===== src/rtl/id_stage_pipe.sv =====
// Registered RV32I decode stage: instruction FIFO, regfile read, immediate/target generation,
// load-use bubble insertion and a valid/ready ID/EX payload. Optional macro ID_WB_BYPASS_EN.
module id_stage_pipe #(
  parameter int XLEN       = 32,
  parameter int FIFO_DEPTH = 2
) (
  input  logic            clk,
  input  logic            rst_n,
  input  logic            flush_i,
  input  logic            if_valid_i,
  output logic            if_ready_o,
  input  logic [31:0]     if_inst_i,
  input  logic [XLEN-1:0] if_pc_i,
  output logic [4:0]      rf_rs1_addr_o,
  output logic [4:0]      rf_rs2_addr_o,
  input  logic [XLEN-1:0] rf_rs1_data_i,
  input  logic [XLEN-1:0] rf_rs2_data_i,
  input  logic            wb_we_i,
  input  logic [4:0]      wb_rd_i,
  input  logic [XLEN-1:0] wb_data_i,
  output logic            id_valid_o,
  input  logic            id_ready_i,
  output logic [31:0]     id_inst_o,
  output logic [XLEN-1:0] id_pc_o,
  output logic [XLEN-1:0] id_pc_plus_o,
  output logic [XLEN-1:0] id_imm_o,
  output logic [XLEN-1:0] id_rs1_data_o,
  output logic [XLEN-1:0] id_rs2_data_o,
  output logic [4:0]      id_rd_o,
  output logic [XLEN-1:0] id_target_o,
  output logic            hazard_stall_o
);

  localparam int PTR_W = $clog2(FIFO_DEPTH);
  localparam int CNT_W = $clog2(FIFO_DEPTH + 1);

  localparam logic [6:0] OPC_LOAD   = 7'b0000011;
  localparam logic [6:0] OPC_OP_IMM = 7'b0010011;
  localparam logic [6:0] OPC_AUIPC  = 7'b0010111;
  localparam logic [6:0] OPC_STORE  = 7'b0100011;
  localparam logic [6:0] OPC_OP     = 7'b0110011;
  localparam logic [6:0] OPC_LUI    = 7'b0110111;
  localparam logic [6:0] OPC_BRANCH = 7'b1100011;
  localparam logic [6:0] OPC_JALR   = 7'b1100111;
  localparam logic [6:0] OPC_JAL    = 7'b1101111;

  logic [31:0]      inst_mem [FIFO_DEPTH];
  logic [XLEN-1:0]  pc_mem   [FIFO_DEPTH];
  logic [PTR_W-1:0] wr_ptr_reg, rd_ptr_reg;
  logic [CNT_W-1:0] count_reg, count_next;
  logic [FIFO_DEPTH-1:0] wr_en;

  logic [31:0]      id_inst_reg;
  logic [XLEN-1:0]  id_pc_reg, id_pc_plus_reg, id_imm_reg;
  logic [XLEN-1:0]  id_rs1_reg, id_rs2_reg, id_target_reg;
  logic [4:0]       id_rd_reg;
  logic             id_valid_reg, hazard_stall_reg;

  logic             fifo_empty, push, pop, advance, hazard, head_valid;
  logic [31:0]      head_inst;
  logic [XLEN-1:0]  head_pc, head_imm, head_target, head_rs1_val, head_rs2_val;
  logic [4:0]       head_rs1, head_rs2;
  logic [6:0]       head_opc;
  logic signed [31:0] imm32;
  logic             rs1_used, rs2_used, has_target;

  assign fifo_empty = (count_reg == '0);
  assign if_ready_o = (count_reg < CNT_W'(FIFO_DEPTH));
  assign push       = if_valid_i && if_ready_o && !flush_i;

  // An empty FIFO passes the fetch entry straight through so it can stage in the same cycle.
  assign head_inst  = fifo_empty ? if_inst_i : inst_mem[rd_ptr_reg];
  assign head_pc    = fifo_empty ? if_pc_i   : pc_mem[rd_ptr_reg];
  assign head_valid = !fifo_empty || (if_valid_i && !flush_i);

  assign head_opc      = head_inst[6:0];
  assign head_rs1      = head_inst[19:15];
  assign head_rs2      = head_inst[24:20];
  assign rf_rs1_addr_o = head_rs1;
  assign rf_rs2_addr_o = head_rs2;

  always_comb begin
    imm32      = '0;
    rs1_used   = 1'b1;
    rs2_used   = 1'b0;
    has_target = 1'b0;
    case (head_opc)
      OPC_OP_IMM, OPC_LOAD, OPC_JALR:
        imm32 = {{20{head_inst[31]}}, head_inst[31:20]};
      OPC_STORE: begin
        imm32    = {{20{head_inst[31]}}, head_inst[31:25], head_inst[11:7]};
        rs2_used = 1'b1;
      end
      OPC_BRANCH: begin
        imm32      = {{19{head_inst[31]}}, head_inst[31], head_inst[7],
                      head_inst[30:25], head_inst[11:8], 1'b0};
        rs2_used   = 1'b1;
        has_target = 1'b1;
      end
      OPC_LUI, OPC_AUIPC: begin
        imm32    = {head_inst[31:12], 12'b0};
        rs1_used = 1'b0;
      end
      OPC_JAL: begin
        imm32      = {{11{head_inst[31]}}, head_inst[31], head_inst[19:12],
                      head_inst[20], head_inst[30:21], 1'b0};
        rs1_used   = 1'b0;
        has_target = 1'b1;
      end
      OPC_OP:
        rs2_used = 1'b1;
      default: ;
    endcase
  end

  assign head_imm    = XLEN'(imm32);
  assign head_target = has_target ? (head_pc + head_imm) : '0;

`ifdef ID_WB_BYPASS_EN
  assign head_rs1_val = (head_rs1 == 5'd0) ? '0 :
                        (wb_we_i && wb_rd_i == head_rs1) ? wb_data_i : rf_rs1_data_i;
  assign head_rs2_val = (head_rs2 == 5'd0) ? '0 :
                        (wb_we_i && wb_rd_i == head_rs2) ? wb_data_i : rf_rs2_data_i;
`else
  logic unused_wb;
  assign unused_wb    = ^{wb_we_i, wb_rd_i, wb_data_i};
  assign head_rs1_val = rf_rs1_data_i;
  assign head_rs2_val = rf_rs2_data_i;
`endif

  // Load result is not available until after EX, so a dependent head must wait one bubble.
  assign hazard = id_valid_reg && (id_inst_reg[6:0] == OPC_LOAD) && (id_rd_reg != 5'd0) &&
                  id_ready_i && head_valid &&
                  ((rs1_used && id_rd_reg == head_rs1) || (rs2_used && id_rd_reg == head_rs2));

  assign advance = head_valid && !hazard && (!id_valid_reg || id_ready_i) && !flush_i;
  assign pop     = advance;

  always_comb begin
    count_next = count_reg;
    case ({push, pop})
      2'b10:   count_next = count_reg + CNT_W'(1);
      2'b01:   count_next = count_reg - CNT_W'(1);
      default: count_next = count_reg;
    endcase
  end

  for (genvar gi = 0; gi < FIFO_DEPTH; gi++) begin : g_wr_en
    assign wr_en[gi] = push && (wr_ptr_reg == PTR_W'(gi));
  end

  always_ff @(posedge clk) begin
    for (int i = 0; i < FIFO_DEPTH; i++) begin
      if (wr_en[i]) begin
        inst_mem[i] <= if_inst_i;
        pc_mem[i]   <= if_pc_i;
      end
    end
  end

  always_ff @(posedge clk or negedge rst_n) begin
    if (!rst_n) begin
      wr_ptr_reg <= '0;
      rd_ptr_reg <= '0;
      count_reg  <= '0;
    end else if (flush_i) begin
      wr_ptr_reg <= '0;
      rd_ptr_reg <= '0;
      count_reg  <= '0;
    end else begin
      if (push) wr_ptr_reg <= wr_ptr_reg + PTR_W'(1);
      if (pop)  rd_ptr_reg <= rd_ptr_reg + PTR_W'(1);
      count_reg <= count_next;
    end
  end

  always_ff @(posedge clk or negedge rst_n) begin
    if (!rst_n) begin
      id_valid_reg     <= 1'b0;
      hazard_stall_reg <= 1'b0;
      id_inst_reg      <= '0;
      id_pc_reg        <= '0;
      id_pc_plus_reg   <= '0;
      id_imm_reg       <= '0;
      id_rs1_reg       <= '0;
      id_rs2_reg       <= '0;
      id_rd_reg        <= '0;
      id_target_reg    <= '0;
    end else if (flush_i) begin
      id_valid_reg     <= 1'b0;
      hazard_stall_reg <= 1'b0;
    end else begin
      hazard_stall_reg <= hazard;
      if (advance) begin
        id_valid_reg   <= 1'b1;
        id_inst_reg    <= head_inst;
        id_pc_reg      <= head_pc;
        id_pc_plus_reg <= head_pc + XLEN'(4);
        id_imm_reg     <= head_imm;
        id_rs1_reg     <= head_rs1_val;
        id_rs2_reg     <= head_rs2_val;
        id_rd_reg      <= head_inst[11:7];
        id_target_reg  <= head_target;
      end else if (id_ready_i) begin
        id_valid_reg <= 1'b0;
      end
    end
  end

  assign id_valid_o     = id_valid_reg;
  assign hazard_stall_o = hazard_stall_reg;
  assign id_inst_o      = id_inst_reg;
  assign id_pc_o        = id_pc_reg;
  assign id_pc_plus_o   = id_pc_plus_reg;
  assign id_imm_o       = id_imm_reg;
  assign id_rs1_data_o  = id_rs1_reg;
  assign id_rs2_data_o  = id_rs2_reg;
  assign id_rd_o        = id_rd_reg;
  assign id_target_o    = id_target_reg;

endmodule

===== config.mk =====
export PLATFORM = sky130hd
export DESIGN_NAME = id_stage_pipe
export DESIGN_NICKNAME = d
export VERILOG_FILES = /design/src/rtl/id_stage_pipe.sv
export SDC_FILE = /design/constraint.sdc
export NUM_CORES = 1
export LEC_CHECK = 0
export ABC_AREA = 1
export CELL_PAD_IN_SITES_DETAIL_PLACEMENT = 0
export CELL_PAD_IN_SITES_GLOBAL_PLACEMENT = 1
export CORE_UTILIZATION = 38
export CTS_BUF_LIST = sky130_fd_sc_hd__clkbuf_4
export DETAILED_ROUTE_END_ITERATION = 6
export PLACE_DENSITY = 0.87
export RECOVER_POWER = 50
export SLEW_MARGIN = 20
export SYNTH_ARGS = -nofsm -noshare
export SYNTH_HDL_FRONTEND = slang
export SYNTH_SLANG_ARGS = --single-unit

===== constraint.sdc =====
create_clock -name clk -period 5.3 [get_ports clk]
set_input_delay 1.06 -clock clk [delete_from_list [all_inputs] [get_ports clk]]
set_output_delay 1.06 -clock clk [all_outputs]
set_load 0.005 [all_outputs]

==> flow_summary.rst <==
.. list-table::
   :header-rows: 1

   * - Metric
     - Value
   * - Port buffer count
     - 374
   * - Residual overflow from global routing
     - 0
   * - Post-cts sizing count
     - 0
   * - Regs by FF count
     - inst_mem (64), pc_mem (64)
   * - Class of the tightest hold or removal check
     - reg -> reg
   * - Detailed Route WL
     - 57.7 mm
   * - Max rail drop VDD
     - 0.253 mV
   * - Final-report setup violation count
     - 0
   * - Number of violations reported at the end of detailed-routing iteration 0
     - 1049
   * - Number of standard cells after synthesis
     - 1978
   * - Static Leakage
     - 10.5 nW
   * - Final #Nets
     - 2584
   * - Required @ worst endpoint
     - 5.99 ns
   * - Floorplan row count
     - 78
   * - Layout cell share with drive strength beyond 1
     - 0.123
   * - Classification of the worst setup path
     - reg -> reg
   * - Crit path largest cell delay
     - 0.48 ns
   * - Clock period minus worst slack
     - 4.58 ns
   * - Clock root buffer
     - sky130_fd_sc_hd__clkbuf_4
   * - Final worst slack
     - 0.719 ns
   * - Fraction of synthesis flops using an asynchronous set or reset pin
     - 0.640
   * - Number of different library cells in the post-synthesis netlist
     - 49
   * - Accumulated negative setup slack
     - 0 ns
   * - Number of buffers created by CTS
     - 96
   * - Pwr Density
     - 553 mW/mm²
   * - Area taken by multi-input logic gates
     - 0.00679 mm²
   * - Antenna violations before repair
     - 11
   * - Overall power
     - 12.7 mW
   * - Category of the worst setup path launch point
     - register
   * - Maximum achievable frequency
     - 0.218 GHz
   * - Average detailed-routed wire length per instance
     - 18.8 µm
   * - Clock input transition at the sequential cells of the worst setup and hold paths
     - 0.07 ns
   * - Detailed placer's ending HPWL
     - 42.0 mm
   * - Core Region
     - 0.0455 mm²
   * - Sequential Area
     - 0.00955 mm²
   * - Failing checks
     - max-capacitance violations, max-slew violations
   * - Mean Syn Cell Area
     - 8.87 µm²
   * - Die outline area
     - 0.0470 mm²
   * - Number of hold violations in the final report
     - 0
   * - Maximum number of pins on one net before global-route repair
     - 140
   * - Result of the run
     - finished, violations left
   * - Routed via count
     - 15400
   * - DRT antenna net count
     - 0
   * - Register bit count reported by yosys
     - 356
   * - Number of nets in the synthesized netlist
     - 2182
   * - Initial Util
     - 0.386
   * - Arrival time reported for the critical path endpoint
     - 5.27 ns
   * - Setup repair bufs after CTS
     - 0
   * - Horiz. Die Dim
     - 217 µm
   * - Clock latency of the later-clocked register in the worst-skew pair
     - 0.85 ns
   * - Highest net fanout along the worst path
     - 11
   * - Most used DFF post-synth
     - sky130_fd_sc_hd__dfrtp_1
   * - Slew margin rel.
     - -1.63
   * - Max-slew violation count
     - 206
   * - Slowest cell on the critical path
     - sky130_fd_sc_hd__nor2_2
   * - Ordered cell list for the critical path
     - nor2_2 -> buf_4 -> nand2_1 -> nand2_1 -> inv_1 -> nor2_1 -> nand3_1 -> nand2_1 -> inv_1 -> a21oi_1 -> nand2_1 -> buf_4 -> o211ai_1 -> ha_1 -> a21oi_1 -> inv_1 -> a31oi_1 -> o21ai_0 -> a21oi_1 -> nand2_1 -> nand2_1 -> nand2_1 -> xnor2_1 -> o21ai_0
   * - Hold WS
     - 0.478 ns
   * - Instance area after placement
     - 0.0216 mm²
   * - Dpl ws
     - 0.343 ns
   * - Final instance area
     - 0.0230 mm²
   * - Sinks on the clock net
     - 356
   * - Number of enable flip-flop cells after synthesis
     - 128
   * - Buffer depth of the longest clock path
     - 3
   * - Die outline height
     - 217 µm
   * - Count of max-cap constraint violations
     - 3
   * - Vias per cell
     - 5.02
   * - Share of the clock period used by the worst path after layout
     - 0.864
   * - Library cell appearing most often on the critical path
     - sky130_fd_sc_hd__nand2_1
   * - Via count of the first global-routing pass
     - 15100
   * - Detailed-router iteration count before antenna repair
     - 5
   * - Clock tree from TritonCTS
     - built
   * - Area growth, synth to finish
     - 30.9%
   * - Sequential element share of the synthesized area
     - 0.544
   * - Worst clock skew
     - 0.0679 ns
   * - Htree depth
     - 3
   * - # DRC
     - 0
   * - First-pass GRT wire length
     - 87.8 mm
   * - Number of warnings printed during yosys synthesis
     - 0
   * - RSZ-0062 raised after global routing
     - false
   * - Total I/O pin count
     - 413
   * - Post-CTS Hold Fix Bufs
     - 0
   * - Transition time at the pin with the least slew margin
     - 3.95 ns
   * - Summed instance area of the synthesized netlist
     - 0.0176 mm²
   * - Global Route Usage Sum
     - 0.245
   * - Critical path capture point type
     - register
   * - Filler cell count
     - 4335
   * - Routability cong.
     - 0.877
==> cells by family (layout without fill, tap and decap cells) <==
| kind of cell | Yosys count | in the layout | synth area share |
|---|---|---|---|
| DFF | 356 | 356 | 0.544 |
| xor gates and xnor gates | 51 | 51 | 0.0255 |
| adders and majority gates | 33 | 33 | 0.0240 |
| AOI/OAI and AO/OA | 286 | 286 | 0.100 |
| other | 0 | 7 | 0 |
| buffers and inverters | 240 | 718 | 0.0697 |
| and+or+nand+nor | 1012 | 1012 | 0.237 |
==> cells in the mapped netlist (2+ instances only) <==
master                       n  share of area
sky130_fd_sc_hd__a21o_1      2        0.00086
sky130_fd_sc_hd__a21oi_1    58          0.017
sky130_fd_sc_hd__a31oi_1     5         0.0018
sky130_fd_sc_hd__buf_2      43          0.012
sky130_fd_sc_hd__buf_4      19         0.0081
sky130_fd_sc_hd__buf_6      21          0.013
sky130_fd_sc_hd__buf_8       2         0.0017
sky130_fd_sc_hd__clkbuf_1    8         0.0017
sky130_fd_sc_hd__dfrtp_1   228           0.33
sky130_fd_sc_hd__edfxtp_1  128           0.22
sky130_fd_sc_hd__ha_1       32          0.023
sky130_fd_sc_hd__inv_1     128          0.027
sky130_fd_sc_hd__inv_2      17         0.0036
sky130_fd_sc_hd__nand2_1   765           0.16
sky130_fd_sc_hd__nand2_2     6         0.0021
sky130_fd_sc_hd__nand3_1    71          0.020
sky130_fd_sc_hd__nand4_1    19         0.0068
sky130_fd_sc_hd__nor2_1     86          0.018
sky130_fd_sc_hd__nor2_2     10         0.0036
sky130_fd_sc_hd__nor2_4      3         0.0019
sky130_fd_sc_hd__nor3_1     13         0.0037
sky130_fd_sc_hd__nor3_2      5         0.0029
sky130_fd_sc_hd__nor4_1      2        0.00071
sky130_fd_sc_hd__o211ai_1   33          0.014
sky130_fd_sc_hd__o21a_1      6         0.0026
sky130_fd_sc_hd__o21ai_0    78          0.022
sky130_fd_sc_hd__o21ai_1    45          0.013
sky130_fd_sc_hd__o21ai_2    47          0.023
sky130_fd_sc_hd__o21bai_1    4         0.0017
sky130_fd_sc_hd__o221ai_1    2         0.0010
sky130_fd_sc_hd__or2_2      25         0.0089
sky130_fd_sc_hd__xnor2_1    18         0.0090
sky130_fd_sc_hd__xor2_1     33          0.016
==> cell type report <==
class,instances,share of cell area
antenna,7,0.000763
clock buffer,145,0.0474
clock inverter,29,0.0100
inverter,145,0.0238
multi-input combinational,1382,0.296
sequential,356,0.416
tap,600,0.0327
timing repair buffer,399,0.174
==> critical path, delay by kind of cell (launching register included) <==
kind                     cells  cell delay (ns)
XOR/XNOR                     1             0.13
AO/OA/AOI/OAI                7             1.12
flip-flops                   1             0.45
AND/OR/NAND/NOR             10             1.54
buffers and inverters        5             0.80
adder cells (fa/ha/maj)      1             0.39
==> path summary, 6_finish.rpt <==
kind / start / to / slack [ns] / cells after the start
worst max-delay path: count_reg[1] / id_target_o[26] / 0.72 / 24
worst min-delay path: id_imm_o[28] / id_imm_o[28] / 0.48 / 2
worst max register to register: count_reg[1] / id_target_o[26] / 0.72 / 24
worst min register to register: id_imm_o[28] / id_imm_o[28] / 0.48 / 2
max in group asynchronous: rst_n / id_inst_o[2] / 1.19 / 1
min in group asynchronous: rst_n / id_rs2_data_o[23] / 1.77 / 1
==> per-layer routing <==
metal	global-route usage	vias to the layer above	wire length, µm
met3	0.0548	107	4020
met2	0.395	573	27400
met1	0.322	7375	24500
met5	0	-	51
li1	-	7311	-
met4	0.0944	8	1720
==> cells in the final DEF, fill, tap and decap left out, types with 16 or more instances in the layout <==
| cell type | instances |
|---|---|
| sky130_fd_sc_hd__inv_1 | 128 |
| sky130_fd_sc_hd__or2_2 | 25 |
| sky130_fd_sc_hd__clkdlybuf4s50_1 | 308 |
| sky130_fd_sc_hd__o21ai_2 | 47 |
| sky130_fd_sc_hd__clkbuf_4 | 145 |
| sky130_fd_sc_hd__a21oi_1 | 58 |
| sky130_fd_sc_hd__dfrtp_1 | 227 |
| sky130_fd_sc_hd__nor2_1 | 84 |
| sky130_fd_sc_hd__nand4_1 | 19 |
| sky130_fd_sc_hd__xor2_1 | 33 |
| sky130_fd_sc_hd__nand3_1 | 71 |
| sky130_fd_sc_hd__ha_1 | 32 |
| sky130_fd_sc_hd__o21ai_0 | 78 |
| sky130_fd_sc_hd__clkinv_1 | 19 |
| sky130_fd_sc_hd__dlygate4sd3_1 | 65 |
| sky130_fd_sc_hd__inv_2 | 16 |
| sky130_fd_sc_hd__o211ai_1 | 33 |
| sky130_fd_sc_hd__edfxtp_1 | 128 |
| sky130_fd_sc_hd__xnor2_1 | 18 |
| sky130_fd_sc_hd__nand2_1 | 765 |
| sky130_fd_sc_hd__buf_4 | 18 |
| sky130_fd_sc_hd__o21ai_1 | 45 |
==> power by group <==
group / leakage [nW] / total (mW) / internal, mW / switching [mW]
clock: 0.770 / 2.63 / 1.44 / 1.19
combinational: 5.67 / 5.95 / 2.46 / 3.50
sequential: 4.10 / 4.13 / 3.62 / 0.508
total: 10.5 / 12.7 / 7.52 / 5.19
==> metrics by stage <==
step	instances	util
3_5_place_dp	2882	0.476
4_1_cts	3056	0.505
6_report	3063	0.505
5_1_grt	3063	0.505
2_1_floorplan	1978	-
3_3_place_gp	2882	0.476
Power figures use the tool's default switching activity.
